`config.mk`:
```
export PLATFORM = sky130hd
export DESIGN_NAME = memory_port_arbiter
export DESIGN_NICKNAME = d
export VERILOG_FILES = /design/src/rtl/memory_arbiter_pkg.sv /design/src/rtl/memory_port_arbiter.sv
export SDC_FILE = /design/constraint.sdc
export NUM_CORES = 1
export LEC_CHECK = 0
export ABC_AREA = 0
export ABC_CLOCK_PERIOD_IN_PS = 2200
export CORE_MARGIN = 3
export CORE_UTILIZATION = 23
export CTS_BUF_LIST = sky130_fd_sc_hd__clkbuf_8
export CTS_CLUSTER_SIZE = 30
export DETAILED_ROUTE_END_ITERATION = 10
export PLACE_DENSITY = 0.8
export SLEW_MARGIN = 20
export SYNTH_ARGS = -nofsm -noshare
export SYNTH_HDL_FRONTEND = slang
export SYNTH_SLANG_ARGS = --single-unit
```
`constraint.sdc`:
```
create_clock -name clock -period 2.2 [get_ports clock]
set_clock_uncertainty 0.15 [all_clocks]
set_input_delay 0.33 -clock clock [delete_from_list [all_inputs] [get_ports clock]]
set_output_delay 0.33 -clock clock [all_outputs]
set_load 0.005 [all_outputs]
```
`src/rtl/memory_arbiter_pkg.sv`:
```
// Shared definitions for the memory port arbiter and its clients.
//   MEM_ADDR_WIDTH / MEM_DATA_WIDTH : default memory bus widths used by the
//                                     cpu, the video fetch unit and the arbiter
//   owner_e                         : which requester owns the read return
//                                     arriving in the next cycle
package memory_arbiter_pkg;

  localparam int unsigned MEM_ADDR_WIDTH = 16;
  localparam int unsigned MEM_DATA_WIDTH = 16;

  typedef enum logic [1:0] {
    OWNER_NONE  = 2'd0,
    OWNER_CPU   = 2'd1,
    OWNER_VIDEO = 2'd2
  } owner_e;

endpackage

```
`src/rtl/memory_port_arbiter.sv`:
```
// Shares the single synchronous memory port between the CPU and the video
// fetch engine. Video wins contention unless the CPU has been passed over
// STARVE_LIMIT times in a row. Grants are combinational (zero latency); read
// data returns one cycle later and is steered by a registered owner tag.
//
// Ports:
//   clock, reset            : clock, asynchronous active-low reset
//   cpu_request/_write_enable/_address/_write_data : CPU access request
//   cpu_grant               : CPU access is on the memory port this cycle
//   cpu_read_valid/_data    : CPU read return
//   video_request/_address  : video read request
//   video_grant             : video read is on the memory port this cycle
//   video_read_valid/_data  : video read return
//   memory_read_data        : memory output (1-cycle read latency)
//   memory_write_enable/_address/_write_data : memory port drive
module memory_port_arbiter
  import memory_arbiter_pkg::*;
#(
  parameter int unsigned ADDR_WIDTH   = MEM_ADDR_WIDTH,
  parameter int unsigned DATA_WIDTH   = MEM_DATA_WIDTH,
  parameter int unsigned STARVE_LIMIT = 4
) (
  input  logic                  clock,
  input  logic                  reset,
  input  logic                  cpu_request,
  input  logic                  cpu_write_enable,
  input  logic [ADDR_WIDTH-1:0] cpu_address,
  input  logic [DATA_WIDTH-1:0] cpu_write_data,
  output logic                  cpu_grant,
  output logic                  cpu_read_valid,
  output logic [DATA_WIDTH-1:0] cpu_read_data,
  input  logic                  video_request,
  input  logic [ADDR_WIDTH-1:0] video_address,
  output logic                  video_grant,
  output logic                  video_read_valid,
  output logic [DATA_WIDTH-1:0] video_read_data,
  input  logic [DATA_WIDTH-1:0] memory_read_data,
  output logic                  memory_write_enable,
  output logic [ADDR_WIDTH-1:0] memory_address,
  output logic [DATA_WIDTH-1:0] memory_write_data
);

  localparam logic [3:0] LIMIT = 4'(STARVE_LIMIT);

  logic [3:0] starve_q, starve_d;
  owner_e     owner_q, owner_d;
  logic       cpu_win, video_win;
  logic       at_limit;

  assign at_limit = (starve_q == LIMIT);

  // Winner selection. Grants are gated by reset so that nothing reaches the
  // memory port while reset is held, whatever the request inputs do.
  always_comb begin
    cpu_win   = 1'b0;
    video_win = 1'b0;
    if (reset) begin
      if (cpu_request && (!video_request || at_limit)) begin
        cpu_win = 1'b1;
      end else if (video_request) begin
        video_win = 1'b1;
      end
    end
  end

  always_comb begin
    memory_write_enable = 1'b0;
    memory_address      = '0;
    memory_write_data   = '0;
    if (cpu_win) begin
      memory_write_enable = cpu_write_enable;
      memory_address      = cpu_address;
      memory_write_data   = cpu_write_data;
    end else if (video_win) begin
      memory_address      = video_address;
    end
  end

  assign cpu_grant   = cpu_win;
  assign video_grant = video_win;

  // Starvation counter and return-owner next state.
  always_comb begin
    starve_d = starve_q;
    if (!cpu_request || cpu_win) begin
      starve_d = '0;
    end else if (video_win && !at_limit) begin
      starve_d = starve_q + 4'd1;
    end

    owner_d = OWNER_NONE;
    if (cpu_win && !cpu_write_enable) begin
      owner_d = OWNER_CPU;
    end else if (video_win) begin
      owner_d = OWNER_VIDEO;
    end
  end

  // Clearing owner on reset drops any read return still in flight.
  always_ff @(posedge clock or negedge reset) begin
    if (!reset) begin
      starve_q <= '0;
      owner_q  <= OWNER_NONE;
    end else begin
      starve_q <= starve_d;
      owner_q  <= owner_d;
    end
  end

  assign cpu_read_valid   = (owner_q == OWNER_CPU);
  assign video_read_valid = (owner_q == OWNER_VIDEO);
  assign cpu_read_data    = memory_read_data;
  assign video_read_data  = memory_read_data;

endmodule
```
; ---- Word level (Yosys, flattened, before mapping)
; Cells that the tools add are included.
[word_totals]
register_bits = 6
out_inout_bits = 69
word_cells = 29
[classes]
addsub = 1
eq_ne = 3
mux = 13
n_reduce_logical = 10
[ops]
columns = op, n
row1 = 16-bit 2-to-1 mux, 3
row2 = 4-bit 2-to-1 mux, 2
row3 = 1-bit 2-to-1 mux, 6
row4 = 4-bit by 1-bit adder with 4-bit output (second input constant), 1
row5 = 4-bit by 3-bit equality test with 1-bit output (second input constant), 1
row6 = 1-bit logical NOT, 4
row7 = 2-bit 2-to-1 mux, 2
row8 = 1-bit logical AND, 3
row9 = 2-bit by 1-bit equality test with 1-bit output (second input constant), 1
row10 = 2-bit equality test (second input constant), 1
row11 = 1-bit logical OR, 2
row12 = 2-bit nonzero test, 1

; ---- Logic depth before layout (Yosys ltp)
; Gate-level depths: netlist of run 1.
[depth]
depth_word = 8
mapped_depth = 8

; ---- Worst setup path after synthesis of run 1
; Ideal clock, no wire load.
[synth_timing]
kind = register -> output
start = register starve_q[0]
end = output memory_address[10]
arrival_ns = 1.599
path_slack_ns = 0.121
path_stages_with_launch = 9
n_path_buf = 3
path_cell_list = dfrtp_1 > inv_1 > ha_1 > and3b_1 > buf_6 > o211a_1 > buf_6 > buf_6 > a22o_1
[synth_between]
elab_chain_len = 7
word_cells_on_any_way = 9
cone_classes = eq/ne (1) / mux (6) / reduce/logical (2)
[synth_lines]
columns = item, line
row1 = "start, declared", memory_port_arbiter.sv:45  ; logic [3:0] starve_q, starve_d;
row2 = "start signal, assigned", memory_port_arbiter.sv:105  ; starve_q <= starve_d;
row3 = 4-bit by 3-bit equality test with 1-bit output *, memory_port_arbiter.sv:50  ; assign at_limit = (starve_q == LIMIT);
row4 = 1-bit logical OR *, memory_port_arbiter.sv:58  ; if (cpu_request && (!video_request || at_limit)) begin
row5 = 1-bit logical AND *, memory_port_arbiter.sv:58
row6 = 1-bit 2-to-1 mux, memory_port_arbiter.sv:58
row7 = 1-bit 2-to-1 mux, memory_port_arbiter.sv:57  ; if (reset) begin
row8 = 16-bit 2-to-1 mux, memory_port_arbiter.sv:74  ; end else if (video_win) begin
row9 = 16-bit 2-to-1 mux *, memory_port_arbiter.sv:70  ; if (cpu_win) begin
row10 = "end, declared", memory_port_arbiter.sv:39  ; output logic [ADDR_WIDTH-1:0] memory_address,
; Every way passes the cells marked *; elsewhere a longest branch is shown, timed or not.

; ---- Worst setup path after layout of run 1
[layout_timing]
start = register starve_q[0]
end = output memory_address[4]
; Same word-level chain as after synthesis.

==> results_dict.tcl, run 1 <==
set metrics [dict create \
    outcome "complete, but fails checks" \
    violations "setup timing" \
    drive_gt1_share_pct 39.4 \
    power.leakage_nw 0.817 \
    cp.required_ns 1.72 \
    cts_buffer_depth 2 \
    start_util_pct 25.2 \
    h-tree-depth 1 \
    power_frac_comb_pct 44.2 \
    synth-seq-cells 6 \
    clock_latency_ns 0.22 \
    synth.distinct_cells 25 \
    post-route-util_pct 48.1 \
    crit_type "reg -> out" \
    hold_viol_final 0 \
    r2r_slack_ns 0.41 \
    yosysSeqAreaShare_pct 16.9 \
    syn_nets 178 \
    clk_pin_slew_worst_paths_ns 0.04 \
    worstMarginPinSlew_ns 0.202 \
    hold_class "in -> async" \
    placed_cell_area_mm2 0.00167 \
    port_buffers 89 \
    endpoint_kind "output port" \
    synth_warnings 0 \
    final_cell_area_mm2 0.00169 \
    slew_viol_final 0 \
    ctsHoldBuffers 0 \
    wl_mm 2.93 \
    power_density_mw_per_mm2 293 \
    gp_congestion 0.681 \
    pre_cts_ws_ns -0.268 \
    grt_max_degree 13 \
    vias 951 \
    cts_sinks 6 \
    io_pins 138 \
    vias_per_cell 4.21 \
    dieArea_mm2 0.00463 \
    arrival_ns 1.77 \
    std_cell_rows 21 \
    root_buffer "clkbuf_8" \
    ant_nets 0 \
    globalRouteOverflowTotal 0 \
    antenna_cells 0 \
    nets 253 \
    die_y_um 68.1 \
    syn_inst 107 \
    fin_crit_ns 2.25 \
    post_drt_wl_per_cell_um 13.0 \
    syn_to_final_growth_pct 91.1 \
    fin_crit_sh_pct 102 \
    final_common_cell "clkdlybuf4s50_1" \
    p_sw_uw 111 \
    total_power_uw 496 \
    die_w_um 68.1 \
    swShare_pct 22.4 \
    grt_antenna_before_repair 0 \
    core_mm2 0.00352 \
    fmax_mhz 445 \
    mappedNetlistArea_um2 886 \
    grt_pass1_wl_mm 4.28 \
    fillers 357 \
    dp_hpwl_mm 2.37 \
    path_max_fanout 6 \
    numCtsBuffers 3 \
    syn_area_per_cell_um2 8.28 \
    cts_tree "done" \
    grt_usage_pct 12.1 \
    power_frac_clock_pct 32.6 \
    drt-pass1-iter-count 3 \
    drcViolationCount 0 \
    final_cell_mix "clkdlybuf4s50_1 (54), buf_2 (28), a22o_1 (16)" \
    slew_headroom_pct 86.4 \
    drt-initial-drc-count 12 \
    cap_violations 0 \
    grt_pass1_vias 968 \
    start_kind "flop" \
    rsz0062_at_grt "true" \
    setup_viol 16 \
    seqPwrFrac_pct 23.3 \
    irDropWorstVdd_mv 0.204 \
    setup_slack_ns -0.0482 \
    intPower_uw 385 \
]
synthesized netlist by cell type:
master	number	area, um^2
or3_1	1	6.26
o32ai_1	1	8.76
nand3_1	2	10.0
nor2_1	1	3.75
o31ai_1	1	7.51
o21ai_0	1	5.00
dfrtp_1	6	150
nand4b_1	1	8.76
nand2b_1	1	6.26
ha_1	2	25.0
nor3_1	1	5.00
and3b_1	1	8.76
nand2_1	1	3.75
o211a_1	1	10.0
a21oi_2	1	8.76
and2_1	18	113
inv_1	5	18.8
or4_1	1	7.51
a22o_1	16	140
o21a_1	1	7.51
a21oi_1	3	15.0
buf_6	4	45.0
nor2b_1	3	18.8
buf_4	33	248
buf_2	1	5.00
cell type report:
| type | instances | area [um^2] | area share (%) |
|---|---|---|---|
| Sequential cell | 6 | 150 | 8.87 |
| Inverter | 5 | 18.8 | 1.11 |
| Multi-Input combinational cell | 58 | 470 | 27.8 |
| Timing Repair Buffer | 108 | 955 | 56.4 |
| Tap cell | 46 | 57.6 | 3.40 |
| Clock buffer | 3 | 41.3 | 2.44 |
metrics by stage:
step / std cells / hold slack, ns / TNS, ns
2_1_floorplan: 107 / -0.116 / 0
3_3_place_gp: 218 / 0.399 / -7.39
3_5_place_dp: 218 / 0.406 / -7.06
4_1_cts: 229 / 0.338 / -2.60
5_1_grt: 226 / 0.351 / -3.04
6_report: 226 / 0.336 / -0.478
flip-flops by register name, indices dropped and copies added (netlist names):
| signal | count |
|---|---|
| owner_q | 2 |
| starve_q | 4 |
cells by family (layout without fill, tap and decap cells):
family	after synthesis	count (layout)	synth area share, %
buffers and inverters	43	116	35.7
and+or+nand+nor	31	31	21.6
AOI/OAI and AO/OA	25	25	22.9
DFF	6	6	16.9
adders and majority gates	2	2	2.82
power by group through the flow:
| stage | sequential (mW) | combinational (mW) | clock (mW) |
|---|---|---|---|
| floorplan | 0.117 | 0.100 | 0 |
| global placement | 0.116 | 0.224 | 0 |
| detailed placement | 0.117 | 0.226 | 0 |
| CTS | 0.116 | 0.230 | 0.165 |
| global route | 0.116 | 0.239 | 0.175 |
| finish | 0.115 | 0.219 | 0.162 |
final timing paths:
kind,startpoint,depth (start not counted),end
max,starve_q[0]$_DFFE_PN0P_,7,memory_address[4]
min,reset,2,starve_q[3]$_DFFE_PN0P_
max reg2reg,starve_q[0]$_DFFE_PN0P_,6,starve_q[3]$_DFFE_PN0P_
min reg2reg,starve_q[3]$_DFFE_PN0P_,2,starve_q[3]$_DFFE_PN0P_
max in group asynchronous,reset,2,starve_q[1]$_DFFE_PN0P_
min in group clock,starve_q[3]$_DFFE_PN0P_,2,starve_q[3]$_DFFE_PN0P_
what timing repair did:
action | CTS | global route
gates resized for setup | 154 | 15
pin swaps | 8 | 20
buffers inserted | 4 | 1
gates cloned | 4 | 0
endpoints found under the setup margin | 35 | 35
critical path, cell delays in order, from the launching register on:
cell,delay (ns)
dfrtp_1,0.35
inv_2,0.06
ha_4,0.15
and3b_2,0.22
o211a_4,0.29
buf_16,0.15
a22o_1,0.21
buf_2,0.12
routing by layer:
| layer | share of wire (%) | vias up | GRT usage (%) |
|---|---|---|---|
| li1 | - | 483 | - |
| met1 | 36 | 414 | 14.8 |
| met2 | 53 | 45 | 20.7 |
| met3 | 9.3 | 9 | 2.30 |
| met4 | 1.6 | 0 | 4.71 |
| met5 | 0 | - | 0 |
No activity file was read; power rests on OpenSTA's default activity.
==> run 2, diff against run 1 <==
Settings changed: SLEW_MARGIN 20 to 40.
==> results of run 2 <==
Same layout as run 1: the final DEF is identical, and so are final timing and power.
